### src/rtl/i2c_pkg.sv
// Shared definitions for the I2C register target: FSM state encoding and the
// default bus address.
package i2c_pkg;

  localparam logic [6:0] DEFAULT_TARGET_ADDR = 7'h40;

  typedef enum logic [3:0] {
    IDLE,
    ADDR,
    ADDR_ACK,
    REG,
    REG_ACK,
    WDATA,
    WDATA_ACK,
    RDATA,
    RDATA_ACK,
    IGNORE
  } state_e;

endpackage

### src/rtl/i2c_sync_edge.sv
// Two-flop synchronizer plus a delay flop; reports the synchronized level and
// its rising/falling edges. Resets to 1 so an idle bus produces no edges.
module i2c_sync_edge (
  input  logic clk_i,
  input  logic rst_ni,
  input  logic d,
  output logic q,
  output logic rise,
  output logic fall
);

  // ff[0]: metastability stage, ff[1]: synchronized, ff[2]: previous value
  logic [2:0] ff;

  always_ff @(posedge clk_i or negedge rst_ni) begin
    if (!rst_ni) ff <= '1;
    else         ff <= {ff[1:0], d};
  end

  assign q    = ff[1];
  assign rise = ff[1] & ~ff[2];
  assign fall = ~ff[1] & ff[2];

endmodule

### src/rtl/i2c_target.sv
// I2C register target: 7-bit address, one pointer byte, then write or read data.
// Define I2C_TARGET_AUTOINC_EN to auto-increment the pointer per data byte.
module i2c_target
  import i2c_pkg::*;
#(
  parameter logic [6:0] TARGET_ADDR = DEFAULT_TARGET_ADDR
) (
  input  logic       clk_i,
  input  logic       rst_ni,
  input  logic       scl_i,
  input  logic       sda_i,
  output logic       sda_oe_o,
  output logic [7:0] reg_addr_o,
  output logic [7:0] reg_wdata_o,
  output logic       reg_we_o,
  input  logic [7:0] reg_rdata_i,
  output logic       busy_o
);

  logic scl, scl_rise, scl_fall;
  logic sda, sda_rise, sda_fall;

  i2c_sync_edge u_scl (.clk_i(clk_i), .rst_ni(rst_ni), .d(scl_i),
                       .q(scl), .rise(scl_rise), .fall(scl_fall));
  i2c_sync_edge u_sda (.clk_i(clk_i), .rst_ni(rst_ni), .d(sda_i),
                       .q(sda), .rise(sda_rise), .fall(sda_fall));

  logic start, stop;
  assign start = sda_fall & scl;
  assign stop  = sda_rise & scl;

  state_e     state;
  logic [7:0] shreg;
  logic [3:0] cnt;
  logic       rw;
  logic       rd_ack;
  logic [7:0] rx_byte;

  assign rx_byte = {shreg[6:0], sda};

  always_ff @(posedge clk_i or negedge rst_ni) begin
    if (!rst_ni) begin
      state       <= IDLE;
      shreg       <= '0;
      cnt         <= '0;
      rw          <= 1'b0;
      rd_ack      <= 1'b0;
      sda_oe_o    <= 1'b0;
      reg_addr_o  <= '0;
      reg_wdata_o <= '0;
      reg_we_o    <= 1'b0;
      busy_o      <= 1'b0;
    end else begin
      reg_we_o <= 1'b0;
`ifdef I2C_TARGET_AUTOINC_EN
      if (reg_we_o) reg_addr_o <= reg_addr_o + 8'd1;
`endif
      if (stop) begin
        state    <= IDLE;
        sda_oe_o <= 1'b0;
        busy_o   <= 1'b0;
        cnt      <= '0;
      end else if (start) begin
        state    <= ADDR;
        sda_oe_o <= 1'b0;
        cnt      <= '0;
      end else begin
        case (state)
          ADDR, REG, WDATA: begin
            if (scl_rise) begin
              shreg <= rx_byte;
              cnt   <= cnt + 4'd1;
              if (cnt == 4'd7 && state == REG) reg_addr_o <= rx_byte;
              if (cnt == 4'd7 && state == WDATA) begin
                reg_wdata_o <= rx_byte;
                reg_we_o    <= 1'b1;
              end
            end else if (scl_fall && cnt == 4'd8) begin
              cnt <= '0;
              if (state == ADDR) begin
                if (shreg[7:1] == TARGET_ADDR) begin
                  state    <= ADDR_ACK;
                  sda_oe_o <= 1'b1;
                  busy_o   <= 1'b1;
                  rw       <= shreg[0];
                end else begin
                  state <= IGNORE;
                end
              end else begin
                state    <= (state == REG) ? REG_ACK : WDATA_ACK;
                sda_oe_o <= 1'b1;
              end
            end
          end
          ADDR_ACK: if (scl_fall) begin
            cnt <= '0;
            if (rw) begin
              state    <= RDATA;
              shreg    <= reg_rdata_i;
              sda_oe_o <= ~reg_rdata_i[7];
            end else begin
              state    <= REG;
              sda_oe_o <= 1'b0;
            end
          end
          REG_ACK, WDATA_ACK: if (scl_fall) begin
            state    <= WDATA;
            sda_oe_o <= 1'b0;
          end
          RDATA: begin
            if (scl_rise) cnt <= cnt + 4'd1;
            else if (scl_fall) begin
              if (cnt == 4'd8) begin
                state    <= RDATA_ACK;
                sda_oe_o <= 1'b0;
                cnt      <= '0;
              end else begin
                shreg    <= {shreg[6:0], 1'b0};
                sda_oe_o <= ~shreg[6];
              end
            end
          end
          RDATA_ACK: begin
            if (scl_rise) begin
              rd_ack <= ~sda;
`ifdef I2C_TARGET_AUTOINC_EN
              // Bump before the next load so reg_rdata_i already follows the new pointer
              if (!sda) reg_addr_o <= reg_addr_o + 8'd1;
`endif
            end else if (scl_fall) begin
              cnt <= '0;
              if (rd_ack) begin
                state    <= RDATA;
                shreg    <= reg_rdata_i;
                sda_oe_o <= ~reg_rdata_i[7];
              end else begin
                state <= IGNORE;
              end
            end
          end
          default: ;
        endcase
      end
    end
  end

endmodule

### config.mk
export PLATFORM = sky130hd
export DESIGN_NAME = i2c_target
export DESIGN_NICKNAME = d
export VERILOG_FILES = /design/src/rtl/i2c_pkg.sv /design/src/rtl/i2c_sync_edge.sv /design/src/rtl/i2c_target.sv
export SDC_FILE = /design/constraint.sdc
export NUM_CORES = 1
export LEC_CHECK = 0
export ABC_CLOCK_PERIOD_IN_PS = 2400
export CAP_MARGIN = 20
export CELL_PAD_IN_SITES_DETAIL_PLACEMENT = 0
export CELL_PAD_IN_SITES_GLOBAL_PLACEMENT = 1
export CORE_MARGIN = 2
export CORE_UTILIZATION = 32
export DETAILED_ROUTE_END_ITERATION = 10
export PLACE_DENSITY_LB_ADDON = 0.05
export SLEW_MARGIN = 20
export SYNTH_ARGS = -nofsm -noshare
export SYNTH_HDL_FRONTEND = slang
export SYNTH_SLANG_ARGS = --single-unit
### constraint.sdc
create_clock -name clk_i -period 2.4 [get_ports clk_i]
set_input_delay 0.36 -clock clk_i [delete_from_list [all_inputs] [get_ports clk_i]]
set_output_delay 0.36 -clock clk_i [all_outputs]
set_load 0.005 [all_outputs]
Yosys cells after proc, flatten, opt, wreduce, memory -nomap -nowiden
Cells that the tools add are included.
{ "word_totals": {"ff_bits": 43, "latchBits": 0, "ramBits": 0, "mem_bits_ro": 0, "in_bits": 12, "output_inout_bits": 19, "elab_cells": 149, "mem_count": 0} }
{ "classes": {"add_sub_neg": 1, "multipliers": 0, "div": 0, "order_cmp": 0, "n_eq_ne": 36, "shifts": 0, "muxes": 64, "n_bitwise": 15, "n_reduce_logical": 21} }
{ "ops": {"columns": ["operator", "n"], "rows": [
  ["$mux 4", 23],
  ["$mux 8", 9],
  ["$ne 4x4->1 const B", 10],
  ["$pmux 8 s4", 1],
  ["$mux 1", 26],
  ["$eq 4x3->1 const B", 5],
  ["$ne 5x5->1 const B", 4],
  ["$pmux 4 s5", 1],
  ["$ne 2x2->1 const B", 9],
  ["$pmux 4 s4", 1],
  ["$reduce_and 5->1", 3],
  ["$reduce_and 12->1", 1],
  ["$reduce_and 11->1", 1],
  ["$reduce_and 10->1", 1],
  ["$not 1->1", 9],
  ["$eq 4x2->1 const B", 2],
  ["$eq 4x4->1 const B", 2],
  ["$reduce_bool 2->1", 4],
  ["$eq 7x7->1 const B", 1],
  ["$reduce_and 7->1", 1],
  ["$reduce_bool 7->1", 1],
  ["$and 1x1->1", 6],
  ["$reduce_and 6->1", 1],
  ["$reduce_bool 6->1", 1],
  ["other kinds (11)", 14]
]} }

Logic depth before layout (Yosys ltp)
{ "logic_depth": {"word_depth": 8, "mapped_depth": 8, "depth_no_buf": 7} }

Hierarchy
A second synthesis with hierarchy kept.
{ "unflattened": {"cells_unflattened": 204, "area_unflattened_um2": 2279.7} }
{ "by_module_without_submodules": {"columns": ["mod", "instances", "cells_each", "area_each_um2", "seq_area_each_um2"], "rows": [
  ["i2c_target", 1, 194, 2092.0, 925.9],
  ["i2c_sync_edge", 2, 5, 93.8, 78.8]
]} }

Worst setup path before layout
OpenSTA, ideal clock, no wires.
{ "synth_timing": {"path_kind": "register -> register", "startpoint": "reg u_scl.ff[1]", "endpoint": "reg shreg[0]", "setup_time_ns": 0.125, "arrival_ns": 2.187, "required_time_ns": 2.275, "slack_ns": 0.088, "path_stages_with_launch": 7, "path_buffers": 1, "period_less_slack_ns": 2.312, "path_cell_list": "dfstp_2 ha_1 clkbuf_1 o21ai_0 a221o_1 a211oi_4 mux2_2"} }
{ "synth_via": {"elab_chain_cells": 4, "elab_cells_between_ends": 14, "cone_classes": "eq/ne: 6; bitwise: 7; reduce/logical: 1"} }
{ "synth_rtl": {"columns": ["element", "line_no", "rtl"], "rows": [
  ["start: declaration", "i2c_sync_edge.sv:13", "logic [2:0] ff;"],
  ["start signal: assignment", "i2c_sync_edge.sv:17", "else ff <= {ff[1:0], d};"],
  ["$not 1->1", "i2c_sync_edge.sv:22", "assign fall = ~ff[1] & ff[2];"],
  ["$and 1x1->1", "i2c_sync_edge.sv:22", null],
  ["$ne 2x2->1 (no line)", null, null],
  ["$reduce_and 12->1 (no line) *", null, null],
  ["end signal: assignment", "i2c_target.sv:71", "shreg <= rx_byte;"],
  ["end signal: assignment", "i2c_target.sv:99", "shreg <= reg_rdata_i;"],
  ["end signal: assignment", "i2c_target.sv:118", "shreg <= {shreg[6:0], 1'b0};"],
  ["end: declaration", "i2c_target.sv:33", "logic [7:0] shreg;"]
]} }
Every way passes the cells marked *; elsewhere a longest branch is shown, timed or not.
A chain may end at the register's enable or synchronous reset.

Final worst setup path
{ "layout_timing": {"startpoint": "reg u_scl.ff[2]", "endpoint": "reg sda_oe_o"} }
{ "layout_via": {"elab_chain_cells": 4, "elab_cells_between_ends": 13, "cone_classes": "eq/ne: 8; bitwise: 3; reduce/logical: 2"} }
{ "layout_rtl": {"columns": ["element", "line_no", "rtl"], "rows": [
  ["$and 1x1->1 or $not 1->1 (tied branches)", "i2c_sync_edge.sv:22, i2c_sync_edge.sv:21", null],
  ["$logic_and 1x1->1 or $and 1x1->1 (tied branches)", "i2c_target.sv:78, i2c_sync_edge.sv:21", null],
  ["$ne 4x4->1 (no line)", null, null],
  ["$reduce_and 11->1 (no line) *", null, null],
  ["end signal: assignment", "i2c_target.sv:100", "sda_oe_o <= ~reg_rdata_i[7];"],
  ["end signal: assignment", "i2c_target.sv:119", "sda_oe_o <= ~shreg[6];"],
  ["end signal: assignment", "i2c_target.sv:135", "sda_oe_o <= ~reg_rdata_i[7];"],
  ["end: declaration", "i2c_target.sv:12", "output logic sda_oe_o,"]
]} }
Marks and branches as above.

==> flow_summary_export.csv <==
group,metric,value,unit
grt,grt_overflow,0,
routing,drt_first_pass_iters,4,
sta,clock.fmax,0.4498,GHz
die,start_util,33.12,%
routing,ant_nets,0,
routing,via_per_inst,4.940,
logic_synthesis,ys_ff_latch,43,
routing,vias,1803,
setup_path,worst_setup_path_start_kind,"register",
clock_tree,clk_latency,0.30,ns
clock_tree,clk_path_buf_depth,2,
sta,hold_ws,0.1152,ns
logic_synthesis,syn_area,0.002415,sq mm
setup_path,critPathArrivalTime,2.46,ns
setup_path,crit_path_end_kind,"register",
die,die-area,0.008257,sq mm
sta,fin_tns_setup,0,ns
sta,slew_headroom,62.33,%
setup_path,critPathMaxStageDelay,0.54,ns
setup_path,crit_path_top_delay_cell,"dfstp_2",
place,dpl.hpwl,4.266,mm
place,gp_congestion,0.8157,
finish,area_growth,25.34,%
setup_path,path_buf_inv,1,
grt,grt_pass1_vias,1840,
sta,fin_worst_skew,0.008285,ns
place,dp_cells,357,
sta,fin_crit,2.223,ns
routing,drc,0,
finish,final_cells,365,
clock_tree,clock-sinks,43,
min_path,hp-class,"input pin to asynchronous set/reset pin",
finish,drive_gt1_share,28.20,%
die,rows,31,
setup_path,cp_top_family,"simple AND/OR/NAND/NOR gates",
finish,fin_nets,281,
die,die_y,90.87,microns
logic_synthesis,syn-num-nets,238,
logic_synthesis,synth_warnings,0,
setup_path,reg2reg_slack,0.18,ns
routing,first_iter_violations,69,
sta,fin_crit_sh,92.63,%
routing,wl_per_cell,15.83,microns
run_status,status,"finished, final reports clean",
setup_path,worstPathRequired,2.63,ns
logic_synthesis,yosysUniqueCellTypes,54,
clock_tree,cts_root_buf,"clkbuf_8",
clock_tree,path_clk_slew,0.09,ns
sta,max_slew.worst_pin.slew,0.5651,ns
place,port_buffers,30,
die,dieWidth,90.87,microns
power,leakagePower,1.267,nW
logic_synthesis,netlist_instances,222,
clock_tree,h-tree-depth,2,
logic_synthesis,avgSynthCellArea,10.88,sq um
clock_tree,post-cts-setup-buffers,0,
clock_tree,cts_hold_buf,0,
grt,grt_start_max_net_pins,44,
grt,antenna_found_initial,0,
grt,grt_pass1_wl,9.977,mm
routing,wl,5.777,mm
die,ios,31,
grt,track_usage,15.26,%
setup_path,cp_cell_sequence,"ha_1 > nor2b_1 > buf_4 > a2bb2oi_1 > nor3_1 > nor3b_1 > mux2i_1",
sta,setup_viol,0,
logic_synthesis,yosysSeqAreaShare,44.87,%
power,vdd_drop_max,0.2736,mV
run,maxCapViolations,0,
sta,grt_setup_unrepaired,"false",
logic_synthesis,synth_edf_count,0,
finish,diodes,0,
setup_path,cp_max_fo,9,
sta,finalHoldViolations,0,
power,cellPowerDensity,913.5,mW/mm^2
clock_tree,cts_tree,"yes",
sta,drv_slew,0,
logic_synthesis,synth_top_flop_cell,"dfrtp_1",
clock_tree,numCtsBuffers,5,
die,coreArea,0.007292,sq mm
setup_path,worstSetupPathType,"register to register",
logic_synthesis,async_flop_share,100.0,%
power by group:
| group | leakage [nW] | switching [W] | total (W) | internal [W] |
|---|---|---|---|---|
| registers | 0.561 | 0.000181 | 0.00103 | 0.000847 |
| logic | 0.648 | 0.000538 | 0.00115 | 0.000609 |
| clock network | 0.0581 | 0.000280 | 0.000590 | 0.000310 |
| total | 1.27 | 0.000998 | 0.00276 | 0.00177 |
layer usage:
| metal | up-vias | routed length (microns) | GRT usage [%] |
|---|---|---|---|
| li1 | 895 | - | - |
| met1 | 877 | 2839 | 21.38 |
| met2 | 25 | 2712 | 24.25 |
| met3 | 6 | 168 | 3.255 |
| met4 | 0 | 57 | 3.409 |
| met5 | - | 0 | 0 |
stage by stage:
| step | power, W | util (%) | setup WS (ns) | instance area (sq um) |
|---|---|---|---|---|
| final | 0.002765 | 41.51 | 0.1769 | 3027 |
| after CTS | 0.002801 | 41.47 | 0.09765 | 3024 |
| after global placement | 0.002206 | 39.93 | 0.1370 | 2912 |
| after global routing | 0.002985 | 41.51 | 0.006252 | 3027 |
| after detailed placement | 0.002199 | 39.93 | 0.1092 | 2912 |
| after floorplan | 0.001830 | - | 0.08822 | 2415 |
cells in the final DEF, fill, tap and decap left out, drive strengths merged, types with 5 or more instances in the layout:
master / Yosys / final
a21oi: 12 / 12
nand3: 5 / 5
nor2b: 6 / 6
clkbuf: 6 / 5
dfrtp: 37 / 37
o21ai: 14 / 14
nor4b: 5 / 5
buf: 7 / 20
mux2: 31 / 31
nor3: 5 / 5
nand2: 17 / 17
nor2: 5 / 5
clkdlybuf4s50: 0 / 29
inv: 12 / 12
dfstp: 6 / 6
synth_stat cells (2+ instances only):
master    instances  share of area, %
buf_2             2              0.41
nor4b_1           2              0.73
a22oi_1           2              0.62
nand3b_1          4               1.2
mux2_2           31                14
and2_1            2              0.52
dfstp_2           6               6.5
nor4b_4           2               2.0
a221o_1           2              0.83
mux2i_1           4               1.7
buf_6             2              0.93
a21oi_1          12               2.5
nor2_1            5              0.78
o21ai_0          13               2.7
nand3_1           5               1.0
buf_4             3              0.93
nor3b_1           2              0.62
ha_1              4               2.1
clkbuf_1          6              0.93
nor3_1            5               1.0
inv_1            11               1.7
o32ai_1           2              0.73
nand2b_1          4               1.0
nand2_1          17               2.6
o21a_1            3              0.93
dfrtp_1          37                38
or4b_1            2              0.83
nor2b_1           6               1.6
area by class of cell:
class	count	area, sq um
Clock inverter	3	43.79
Tap cell	99	123.9
Inverter	12	45.04
Clock buffer	5	68.82
Sequential cell	43	1084
Fill cell	782	4265
Timing Repair Buffer	49	450.4
Multi-Input combinational cell	154	1211
cells by family after synthesis:
logic type | count (synthesis) | synth area share, %
compound gates | 47 | 13.16
simple gates | 67 | 18.29
flops | 43 | 44.87
mux | 35 | 16.11
buf+inv | 25 | 5.077
fa+ha+maj | 5 | 2.487
flip-flops by register name (all words and copies together), names as in the netlist, 3 cells and up:
name         flops
reg_addr_o       8
u_sda.ff         3
state            4
cnt              4
reg_wdata_o      8
u_scl.ff         3
shreg            8
worst reg2reg max path, stage by stage, from the launching register on:
cell and delay (ns):
dfstp_2 0.54, ha_1 0.31, nor2b_1 0.23, buf_4 0.15, a2bb2oi_1 0.08, nor3_1 0.25
nor3b_1 0.37, mux2i_1 0.22
worst paths after layout:
path,startpoint,cells after the start,end
min in group clk_i,u_sda.ff[0],0,u_sda.ff[1]
setup reg to reg,u_scl.ff[2],7,sda_oe_o
hold reg to reg,u_sda.ff[0],0,u_sda.ff[1]
setup / recovery,u_scl.ff[2],7,sda_oe_o
hold / removal,rst_ni,2,state[3]
max in group asynchronous,rst_ni,2,u_sda.ff[1]
what timing repair did:
| item | 4_1_cts | 5_1_grt |
|---|---|---|
| endpoints found under the hold margin | 0 | 0 |
| endpoints found under the setup margin | 0 | 8 |
| gates resized for setup | 0 | 1 |
No activity file was read; power rests on OpenSTA's default activity.
